==> config.mk <==
export PLATFORM = sky130hd
export DESIGN_NAME = dest_decode_scoreboard
export DESIGN_NICKNAME = d
export VERILOG_FILES = /design/src/rtl/dest_decode_scoreboard.sv
export SDC_FILE = /design/constraint.sdc
export NUM_CORES = 1
export LEC_CHECK = 0
export CAP_MARGIN = 10
export CORE_MARGIN = 1
export CORE_UTILIZATION = 40
export DETAILED_ROUTE_END_ITERATION = 16
export MAX_ROUTING_LAYER = met4
export PLACE_DENSITY = 0.62
export SYNTH_ARGS = -nofsm -noshare
export SYNTH_HDL_FRONTEND = slang
export SYNTH_SLANG_ARGS = --single-unit
export TNS_END_PERCENT = 10
==> constraint.sdc <==
create_clock -name clk -period 13.1 [get_ports clk]
set_clock_uncertainty 0.05 [all_clocks]
set_input_delay 2.62 -clock clk [delete_from_list [all_inputs] [get_ports clk]]
set_output_delay 2.62 -clock clk [all_outputs]
set_load 0.02 [all_outputs]
==> src/rtl/dest_decode_scoreboard.sv <==
// Destination register decoder with a registered one-hot write-enable output
// and a busy-bit scoreboard of in-flight destination writes for issue stalls.
module dest_decode_scoreboard #(
  parameter int unsigned ADDR_W         = 5,
  parameter bit          ZERO_HARDWIRED = 1'b1
) (
  input  logic                    clk,
  input  logic                    reset,
  input  logic                    dec_valid,
  input  logic [ADDR_W-1:0]       dec_addr,
  output logic                    dec_ready,
  output logic                    we_valid,
  output logic [(1<<ADDR_W)-1:0]  we_onehot,
  input  logic                    we_ready,
  input  logic                    issue_valid,
  input  logic [ADDR_W-1:0]       issue_addr,
  input  logic [ADDR_W-1:0]       rs_addr,
  input  logic [ADDR_W-1:0]       rt_addr,
  input  logic                    wb_valid,
  input  logic [ADDR_W-1:0]       wb_addr,
  output logic                    stall,
  output logic [(1<<ADDR_W)-1:0]  busy_mask,
  output logic [ADDR_W:0]         pending_cnt
);

  localparam int unsigned NUM_REGS = 1 << ADDR_W;
  localparam int unsigned CNT_W    = ADDR_W + 1;

  logic                dec_fire;
  logic [NUM_REGS-1:0] dec_onehot;
  logic [NUM_REGS-1:0] wb_onehot;
  logic [NUM_REGS-1:0] issue_onehot;
  logic [NUM_REGS-1:0] eff_busy;
  logic [NUM_REGS-1:0] busy_next;
  logic [CNT_W-1:0]    cnt_next;

  // Output stage can take a new result when empty or being drained this cycle
  always_comb begin
    dec_ready  = !we_valid || we_ready;
    dec_fire   = dec_valid && dec_ready;
    dec_onehot = NUM_REGS'(1) << dec_addr;
    if (ZERO_HARDWIRED) dec_onehot[0] = 1'b0;
  end

  // Decode result register; onehot keeps its last value once drained
  always_ff @(posedge clk) begin
    if (reset) begin
      we_valid  <= 1'b0;
      we_onehot <= '0;
    end else if (dec_fire) begin
      we_valid  <= 1'b1;
      we_onehot <= dec_onehot;
    end else if (we_ready) begin
      we_valid  <= 1'b0;
    end
  end

  // Hazard detection with same-cycle writeback bypass and next scoreboard state
  always_comb begin
    wb_onehot    = '0;
    issue_onehot = '0;
    if (wb_valid) wb_onehot = NUM_REGS'(1) << wb_addr;
    eff_busy = busy_mask & ~wb_onehot;
    if (ZERO_HARDWIRED) eff_busy[0] = 1'b0;
    stall = issue_valid &&
            (eff_busy[rs_addr] || eff_busy[rt_addr] || eff_busy[issue_addr]);
    if (issue_valid && !stall) issue_onehot = NUM_REGS'(1) << issue_addr;
    // Set applied after clear so a same-index issue wins over writeback
    busy_next = (busy_mask & ~wb_onehot) | issue_onehot;
    if (ZERO_HARDWIRED) busy_next[0] = 1'b0;
  end

  // Population count of the next scoreboard so the count tracks busy_mask
  always_comb begin
    cnt_next = '0;
    for (int unsigned i = 0; i < NUM_REGS; i++) begin
      cnt_next = cnt_next + CNT_W'(busy_next[i]);
    end
  end

  // Scoreboard and pending count registers
  always_ff @(posedge clk) begin
    if (reset) begin
      busy_mask   <= '0;
      pending_cnt <= '0;
    end else begin
      busy_mask   <= busy_next;
      pending_cnt <= cnt_next;
    end
  end

endmodule

== Yosys cells after proc, flatten, opt, wreduce, memory -nomap -nowiden ==
Cells that the tools add are included.
W data, S select, Z words.
Storage, ports and cells
  word-level logic and storage cells: 63
  register bits after elaboration: 70
Operators by class
  mux-type cells: 10
  shift operators: 3
  magnitude comparators: 3
  add/sub/neg operators: 30
  bitwise operators: 3
  reductions and logical operators: 9
Operators with widths (number)
  $add A6 B1 Y6: 25
  $shl A1 B5 Y32 const A: 3
  $mux W32: 2
  $and A32 B32 Y32: 1
  $not A32 Y32: 1
  $or A32 B32 Y32: 1
  $lt A5 B6 Y1 const B: 3
  $bmux W1 S5: 3
  $add A5 B1 Y6: 1
  $add A4 B1 Y5: 1
  $mux W1: 5
  $add A3 B1 Y4: 1
  $add A2 B1 Y3: 1
  $logic_and A1 B1 Y1: 3
  $logic_or A1 B1 Y1: 3
  $add A1 B1 Y2: 1
  $logic_not A1 Y1: 2
  $reduce_bool A2 Y1: 1

== Longest topological paths before layout ==
Gate-level depths: netlist (run 1).
  depth after elaboration: 43
  gate-level depth with buffers: 29
  depth with buffers taken out: 25

== Least setup slack after synthesis (run 1) ==
Ideal clock, no wire load.
  kind: input-to-reg
  from: input port wb_addr[3]
  to: register pending_cnt[4]
  arrival time: 9.870 ns
  setup slack: 3.052 ns
  stages: 26
  cell sequence: buf_2 -> or4b_4 -> o21ai_2 -> mux4_1 -> nor4_1 -> or3_1 -> or4_1 -> or2_1 -> clkbuf_1 -> buf_2 -> o41a_1 -> fa_1 -> inv_1 -> fa_1 -> inv_1 -> fa_1 -> fa_1 -> fa_1 -> fa_1 -> inv_1 -> fa_1 -> fa_1 -> a21o_1 -> a21oi_1 -> xor2_1 -> nor2_1
On the way
  longest elaborated chain between the ends: 43
  elaborated cells between the ends (all ways): 47
  classes of those cells: add/sub (30); shift (1); mux (8); bitwise (3); reduce/logical (5)
Ends and longest elaborated chain
  start, declared: RTL line 20  | input logic [ADDR_W-1:0] wb_addr,
  $shl A1 B5 Y32 *: RTL line 62  | if (wb_valid) wb_onehot = NUM_REGS'(1) << wb_addr;
  $mux W32 *: RTL line 62
  $not A32 Y32 *: RTL line 63, 69
  $and A32 B32 Y32 *: RTL line 63, 69
  $bmux W1 S5: RTL line 66  | (eff_busy[rs_addr] || eff_busy[rt_addr] || eff_busy[issue_addr]);
  $mux W1 (not written as such): RTL line 66
  $logic_or A1 B1 Y1 (2 in a row): RTL line 66
  $logic_and A1 B1 Y1: RTL line 65  | stall = issue_valid &&
  (+3 left out)
  $or A32 B32 Y32 *: RTL line 69  | busy_next = (busy_mask & ~wb_onehot) | issue_onehot;
  $add A1 B1 Y2: RTL line 77  | cnt_next = cnt_next + CNT_W'(busy_next[i]);
  $add A2 B1 Y3: RTL line 77
  $add A3 B1 Y4: RTL line 77
  $add A4 B1 Y5: RTL line 77
  $add A5 B1 Y6: RTL line 77
  $add A6 B1 Y6 (24 in a row): RTL line 77
  $add A6 B1 Y6 *: RTL line 77
  end signal, assigned: RTL line 88  | pending_cnt <= cnt_next;
  end, declared: RTL line 23  | output logic [ADDR_W:0] pending_cnt
Every way passes the cells marked *; elsewhere a longest branch is shown, timed or not. The select of a mux whose other input is x is not followed.
A chain may end at the register's enable or synchronous reset.

== Worst setup path in the final report (run 1) ==
  from: input port wb_addr[0]
  to: register pending_cnt[4]
The elaborated chain is that of the path after synthesis.

==> summary.txt, run 1 <==
Yosys
  • Mapped Cells: 560
  • Ys flop type: dfxtp_1
  • Area contributors post-synth: dfxtp_1 28%, fa_1 9.3%, nor2_1 3.9%, a22oi_1 3.5%, o22ai_1 3.2%
  • Area leader, netlist: dfxtp_1
  • Yosys top cell area share: 28.02%
  • Sequential area share after synthesis: 28.02%
  • Synth unique cells: 68
  • EDFF count, synth: 0
  • Flops & latches, synth: 69
  • Syn_area_per_cell: 8.803 sq um
  • Netlist Area Pre-Place: 4930 sq um
  • Synth async-reset ratio: 0%
  • Synth Warn #: 0

Timing
  • Final hold viol count: 0
  • Tcrit/Tclk final: 86.14%
  • Final setup violation count: 0
  • Final worst slack: 1.816 ns
  • Max Freq: 88.62 MHz
  • Final Critical Period: 11.28 ns
  • Final Max Slew Viols: 0
  • Worst-margin pin slew: approximately 1.1 ns
  • RSZ-0062 raised after global routing: false
  • Max_slew headroom: 26.37%
  • Hold Slack: 0.4430 ns
  • Setup TNS: 0 ns

Place
  • Post-Place Cell Area: between 5000 and 6000 sq um
  • Dpl ws: 1.614 ns
  • PortBufs: 101
  • DP Wirelength: between 10000 and 15000 um
  • Placed instance count: 763
  • Final RePlAce weighted congestion: 0.9589

Worst setup path
  • Critical Path End Type: register
  • Largest stage delay, worst path: 0.91 ns
  • Worst Setup Start Kind: input pin
  • Reg2Reg Depth: 23
  • CP dominant cell by count: fa_1
  • Crit-path cells: clkdlybuf4s50_1, nand4bb_1, o21ai_0, o2bb2ai_1, nor3_1, or3_1, or4_1, or2_1, o41a_1, fa_1, inv_1, fa_1, inv_1, fa_1, fa_1, fa_1, fa_1, inv_1, fa_1, fa_1, a21o_1, a21oi_1, xor2_1, nor2_1
  • CP required: between 10 and 15 ns
  • Crit path max-delay cell type: o21ai_0
  • Crit path kind: input pin to register
  • CP Max Fanout: 24
  • Worst EP arrival: 11.44 ns

Finish
  • Antenna cells: 0
  • Area grow syn2layout: 26.02%
  • Final non-filler cell total: ~780
  • Cell area after layout: 6212 sq um
  • Net count, final: 688
  • Layout cells sized above 1: 8.228%
  • Core Util, Final: 51.72%
  • Fill cells: 1145

Clocking
  • Clock-pin slew on the worst setup and hold paths: 0.06 ns
  • Postcts setup bufs: 0
  • Clock Sinks: ~70
  • Clk_lat worst skew: 0.35 ns
  • CTS tree: yes
  • # H-tree levels: 3
  • Num CTS Buffers: 9
  • Root cell of the clock tree: clkbuf_16
  • # hold bufs at CTS: 0
  • Clock tree buffer depth: 2
  • Resized cells post-CTS: 0

Floorplan
  • Num rows: 40
  • Die Wd: between 100 and 150 um
  • Starting Density: between 40% and 50%
  • Core area: 12010 sq um
  • Area of the die: 12770 sq um
  • IO Count: roughly 100
  • Die Ht: 113.0 um

Status
  • Outcome: finished, final reports clean

Worst hold path
  • Hold WC Path Type: register to register
  • Worst hold path depth: 2

Global route
  • Global-route wire length before repair: between 20000 and 30000 um
  • Largest net degree at the start of global routing: 87
  • All-Layer GR Usage: 27.49%
  • Vias in the first global route: 4752
  • Initial antenna violation count: 0
  • Remaining global-route overflow: 0

Route
  • Vias/cell: 6.352
  • Post-Route WL: approximately 17000 um
  • First-pass DRT Iterations: 7
  • Post-route DRC: 0
  • Vias: 4948
  • Antenna-violating nets left: 0
  • WL per Instance: 21.30 um
  • Starting DRT DRC Count: 543

Pwr
  • PwrDens: 88.13 nW/um^2
  • Pwr Total: 0.5475 mW
  • P_leak: 2.159 nW
  • Maximum VDD drop: 0.08136 mV

Flow run
  • Max-cap violations: 0
==> area by class of cell <==
class	instances	area, sq um	share of cell area (%)
multi-input cells	409	3206	51.60
clock buffers	9	225.2	3.625
clock inverters	7	56.30	0.9063
flip-flops and latches	69	1381	22.24
repair buffers	105	1036	16.68
inverters	33	123.9	1.994
well taps	147	183.9	2.961
==> cell usage in the layout (no fill, tap or decap), drive strengths merged, types with 18 or more instances in the layout <==
master           n
clkdlybuf4s50  100
dfxtp           69
nor2            51
o21ai           38
inv             36
o22ai           29
a22oi           23
fa              23
nand2           20
or4             18
==> state kept, by name, indices dropped and copies added, names as in the netlist <==
signal,count
we_onehot,31
pending_cnt,6
busy_mask,31
we_valid,1
==> report_power, final <==
group	switching [mW]	internal [mW]
Clock	0.105	0.130
Sequential	0.00157	0.213
Combinational	0.0626	0.0349
Total	0.169	0.378
==> kinds of logic (layout without fill, tap and decap cells) <==
family | Yosys count | count (layout) | share of synthesized area (%)
AOI/OAI and AO/OA | 182 | 182 | 27.79
xor gates and xnor gates | 7 | 7 | 1.244
adders and majority gates | 30 | 30 | 11.12
buffers and inverters | 83 | 154 | 7.157
DFF | 69 | 69 | 28.02
muxes | 16 | 16 | 5.203
other | 1 | 2 | 0.07607
and+or+nand+nor | 172 | 172 | 19.39
==> cell usage after synthesis, types with 5 or more instances <==
cell type  count
o21a_1         9
or2_2          6
o2111ai_1      6
nand4b_1       5
mux2i_1        5
a22oi_1       23
nand2b_1      13
nor3_1        11
nor2_1        51
mux4_2         6
o21ai_1        6
nor2b_1        9
nor4b_1        5
a21oi_1       12
clkbuf_1      32
dfxtp_1       69
nand3_1       12
buf_2          8
or4_1         17
fa_1          23
o22ai_1       25
o32ai_1        7
ha_1           7
o21ai_0       30
o41ai_2        5
inv_1         33
o31ai_1        7
o41a_1        11
o211ai_1       7
nand2_1       20
==> worst max-delay path: cells and delay by family <==
| family | cells | cell delay (ns) |
|---|---|---|
| fa+ha+maj | 8 | 3.83 |
| compound gates | 5 | 2.05 |
| simple gates | 6 | 2.03 |
| buf+inv | 4 | 0.73 |
| xor+xnor | 1 | 0.16 |
==> worst paths after layout <==
check / start / slack [ns] / endpoint
worst max-delay path: wb_addr[0] / 1.82 / pending_cnt[4]$_SDFF_PP0_
worst min register to register: we_onehot[22]$_SDFFE_PP0P_ / 0.44 / we_onehot[22]$_SDFFE_PP0P_
worst min-delay path: we_onehot[22]$_SDFFE_PP0P_ / 0.44 / we_onehot[22]$_SDFFE_PP0P_
worst max register to register: busy_mask[8]$_SDFF_PP0_ / 5.19 / pending_cnt[4]$_SDFF_PP0_
==> layer usage <==
layer  track usage [%]  wire [um]  vias to the layer above
met4             10.44        415                        0
met3             7.659       1392                       42
met1             34.33       6978                     2379
li1                  -          -                     2259
met5                 -          0                        -
met2             42.29       7808                      268
(Power assumes the default switching activity.)
==> run 2: changes to the inputs <==
Settings changed: CORE_MARGIN 1 to unset.
==> results of run 2 <==
No change in the layout: final DEF, timing and power equal those of run 1.
==> run 3: changes to the inputs <==
Settings changed: CELL_PAD_IN_SITES_DETAIL_PLACEMENT set to 0, CELL_PAD_IN_SITES_GLOBAL_PLACEMENT set to 2, CORE_UTILIZATION 40 to 31, MAX_ROUTING_LAYER met4 to unset, PLACE_DENSITY 0.62 to 0.78.
==> run 3 against run 2 <==
Compared with the run above: first-iteration DRC count increased by 13%; sequential share of layout area shrank 0.31 points; worst setup slack got worse by 0.081 ns; critical endpoint unchanged; clock power grew 5%; final cell count rose by 8.1%; largest power group unchanged; critical path type unchanged; critical path depth stayed put; sequential cell count unchanged; maximum frequency fell by 0.72%; die area grew 28%; largest cell class unchanged; non-clock buffer count unchanged.
==> summary.txt, run 3 (synthesized netlist as in run 1, its figures left out) <==
Floorplan
  • Die Ht: 128.1 um
  • Area of the die: 16410 sq um
  • IO Count: 104
  • Num rows: 45
  • Starting Density: 32.07%
  • Core area: 15370 sq um
  • Die Wd: 128.1 um

Pwr
  • P_leak: 2.160 nW
  • PwrDens: 88.98 nW/um^2
  • Pwr Total: 0.5606 mW
  • Maximum VDD drop: 0.04468 mV

Worst setup path
  • CP Launch Point: wb_addr[0]
  • Crit path kind: input pin to register
  • Reg2Reg Depth: 23
  • CP Capture Point: pending_cnt[4]$_SDFF_PP0_
  • Worst Setup Start Kind: input pin
  • Worst EP arrival: 11.52 ns
  • Register-to-register setup slack: 5.18 ns
  • Worst path top cell family by delay: adder cells
  • Largest stage delay, worst path: 0.90 ns
  • CP Max Fanout: 28
  • Crit-path cells: clkdlybuf4s50_1, nand4bb_1, o21ai_0, o2bb2ai_1, nor3_1, or3_1, or4_1, or2_1, o41a_1, fa_1, inv_1, fa_1, inv_1, fa_1, fa_1, fa_1, fa_1, inv_1, fa_1, fa_1, a21o_1, a21oi_1, xor2_1, nor2_1
  • CP dominant cell by count: fa_1
  • FF-to-FF End: pending_cnt[4]$_SDFF_PP0_
  • FF-to-FF Start: busy_mask[9]$_SDFF_PP0_
  • CP required: 13.25 ns
  • Critical path depth: 24
  • Buffers & Inverters on Critical Path: 4
  • Crit path max-delay cell type: o21ai_0
  • Critical Path End Type: register

Finish
  • Cell area after layout: 6300 sq um
  • Largest regs: busy_mask (31), we_onehot (31), pending_cnt (6)
  • Antenna cells: 0
  • Area grow syn2layout: 27.79%
  • Commonest non-fill, non-tap cell in the layout: clkdlybuf4s50_1
  • Final non-filler cell total: between 800 and 900
  • Most frequent cells in the layout: 100 x clkdlybuf4s50_1, 69 x dfxtp_1, 51 x nor2_1
  • Net count, final: 688
  • Fill cells: 1536
  • Layout cells sized above 1: 8.082%

Timing
  • Setup TNS: 0 ns
  • Hold Slack: 0.4368 ns
  • Final setup violation count: 0
  • Final Critical Period: 11.37 ns
  • Tcrit/Tclk final: 86.76%
  • RSZ-0062 raised after global routing: false
  • Worst-margin pin slew: 1.123 ns
  • Final Max Slew Viols: 0
  • Max Freq: 87.99 MHz
  • Max_slew headroom: 24.08%
  • Final hold viol count: 0

Global route
  • Global-route wire length before repair: 28150 um
  • Routing usage on met1: a little under a third
  • Initial antenna violation count: 0
  • All-Layer GR Usage: between 20% and 30%
  • Met2 usage: between 30% and 40%
  • Remaining global-route overflow: 0
  • Grt met3 use: 4.466%
  • GRT Max-Usage Layer: met2
  • Vias in the first global route: ~4800
  • Largest net degree at the start of global routing: 87

Clocking
  • Clk_lat worst skew: between 0.3 and 0.4 ns
  • CTS tree: yes
  • # H-tree levels: 3
  • Clock tree buffer depth: 2
  • Clock Sinks: 69
  • Num CTS Buffers: 9
  • Resized cells post-CTS: 0
  • Root cell of the clock tree: clkbuf_16
  • # hold bufs at CTS: 0
  • Clock-pin slew on the worst setup and hold paths: 0.06 ns
  • Postcts setup bufs: 0

Place
  • Post-Place Cell Area: 6011 sq um
  • PortBufs: 101
  • Final RePlAce weighted congestion: 0.8793
  • Placed instance count: 827
  • DP Wirelength: approximately 13000 um

Route
  • Vias: around 5000
  • Post-Route WL: 17970 um
  • Vias/cell: 5.919
  • Antenna-violating nets left: 0
  • Starting DRT DRC Count: 616
  • Post-route DRC: 0
  • First-pass DRT Iterations: 5
  • WL per Instance: 21.34 um

Flow run
  • Max-cap violations: 0

Status
  • Outcome: finished, final reports clean

Worst hold path
  • Hold WC Path Type: register to register
==> run 3: cell count changes in the layout (fill, tap and decap cells not counted), sizes merged <==
| cell | previous run | this run |
|---|---|---|
| inv | 36 | 34 |
| clkinvlp | 1 | 2 |
| bufinv | 0 | 1 |
| clkinv | 3 | 2 |
==> run 3: worst min path at each step <==
stage,to,from,slack (ns),depth (start not counted)
global route,we_onehot[21]$_SDFFE_PP0P_,we_onehot[21]$_SDFFE_PP0P_,0.47,2
detailed placement,we_onehot[13]$_SDFFE_PP0P_,we_onehot[13]$_SDFFE_PP0P_,0.43,2
finish,we_onehot[21]$_SDFFE_PP0P_,we_onehot[21]$_SDFFE_PP0P_,0.44,2
global placement,we_onehot[13]$_SDFFE_PP0P_,we_onehot[13]$_SDFFE_PP0P_,0.42,2
CTS,we_onehot[21]$_SDFFE_PP0P_,we_onehot[21]$_SDFFE_PP0P_,0.45,2
floorplan,we_onehot[13]$_SDFFE_PP0P_,we_onehot[13]$_SDFFE_PP0P_,0.53,2
==> run 3: power breakdown <==
group	internal [mW]	switching [mW]
clock	0.146	0.102
sequential	0.213	0.00166
combinational	0.0344	0.0635
==> run 3: worst min-delay path, delay by kind of cell (launching register included) <==
kind / cells / cell delay [ns]
compound gates: 1 / 0.06
flops: 1 / 0.32
simple gates: 1 / 0.07
==> run 3: routing by layer <==
metal | routed length, um | vias to the layer above | share of wire, %
met5 | 0 | - | 0
met4 | 264 | 0 | 1.5
met3 | 1396 | 27 | 7.8
met2 | 8179 | 274 | 46
met1 | 8131 | 2433 | 45
li1 | - | 2250 | -
==> run 3: final cells by class <==
cell class / count / area (sq um) / area share, %
tap: 211 / 264.0 / 4.191
clock buffer: 9 / 225.2 / 3.575
clock inverter: 6 / 63.81 / 1.013
timing repair buffer: 105 / 1036 / 16.44
sequential: 69 / 1381 / 21.93
inverter: 33 / 123.9 / 1.966
multi-input combinational: 409 / 3206 / 50.88
==> run 3: per-stage QoR <==
| stage | setup WS (ns) | util [%] |
|---|---|---|
| after CTS | 1.790 | 40.98 |
| after detailed placement | 1.432 | 39.10 |
| after floorplan | 3.052 | - |
| after global routing | 1.383 | 40.98 |
| after global placement | 1.381 | 39.10 |
| final | 1.735 | 40.98 |
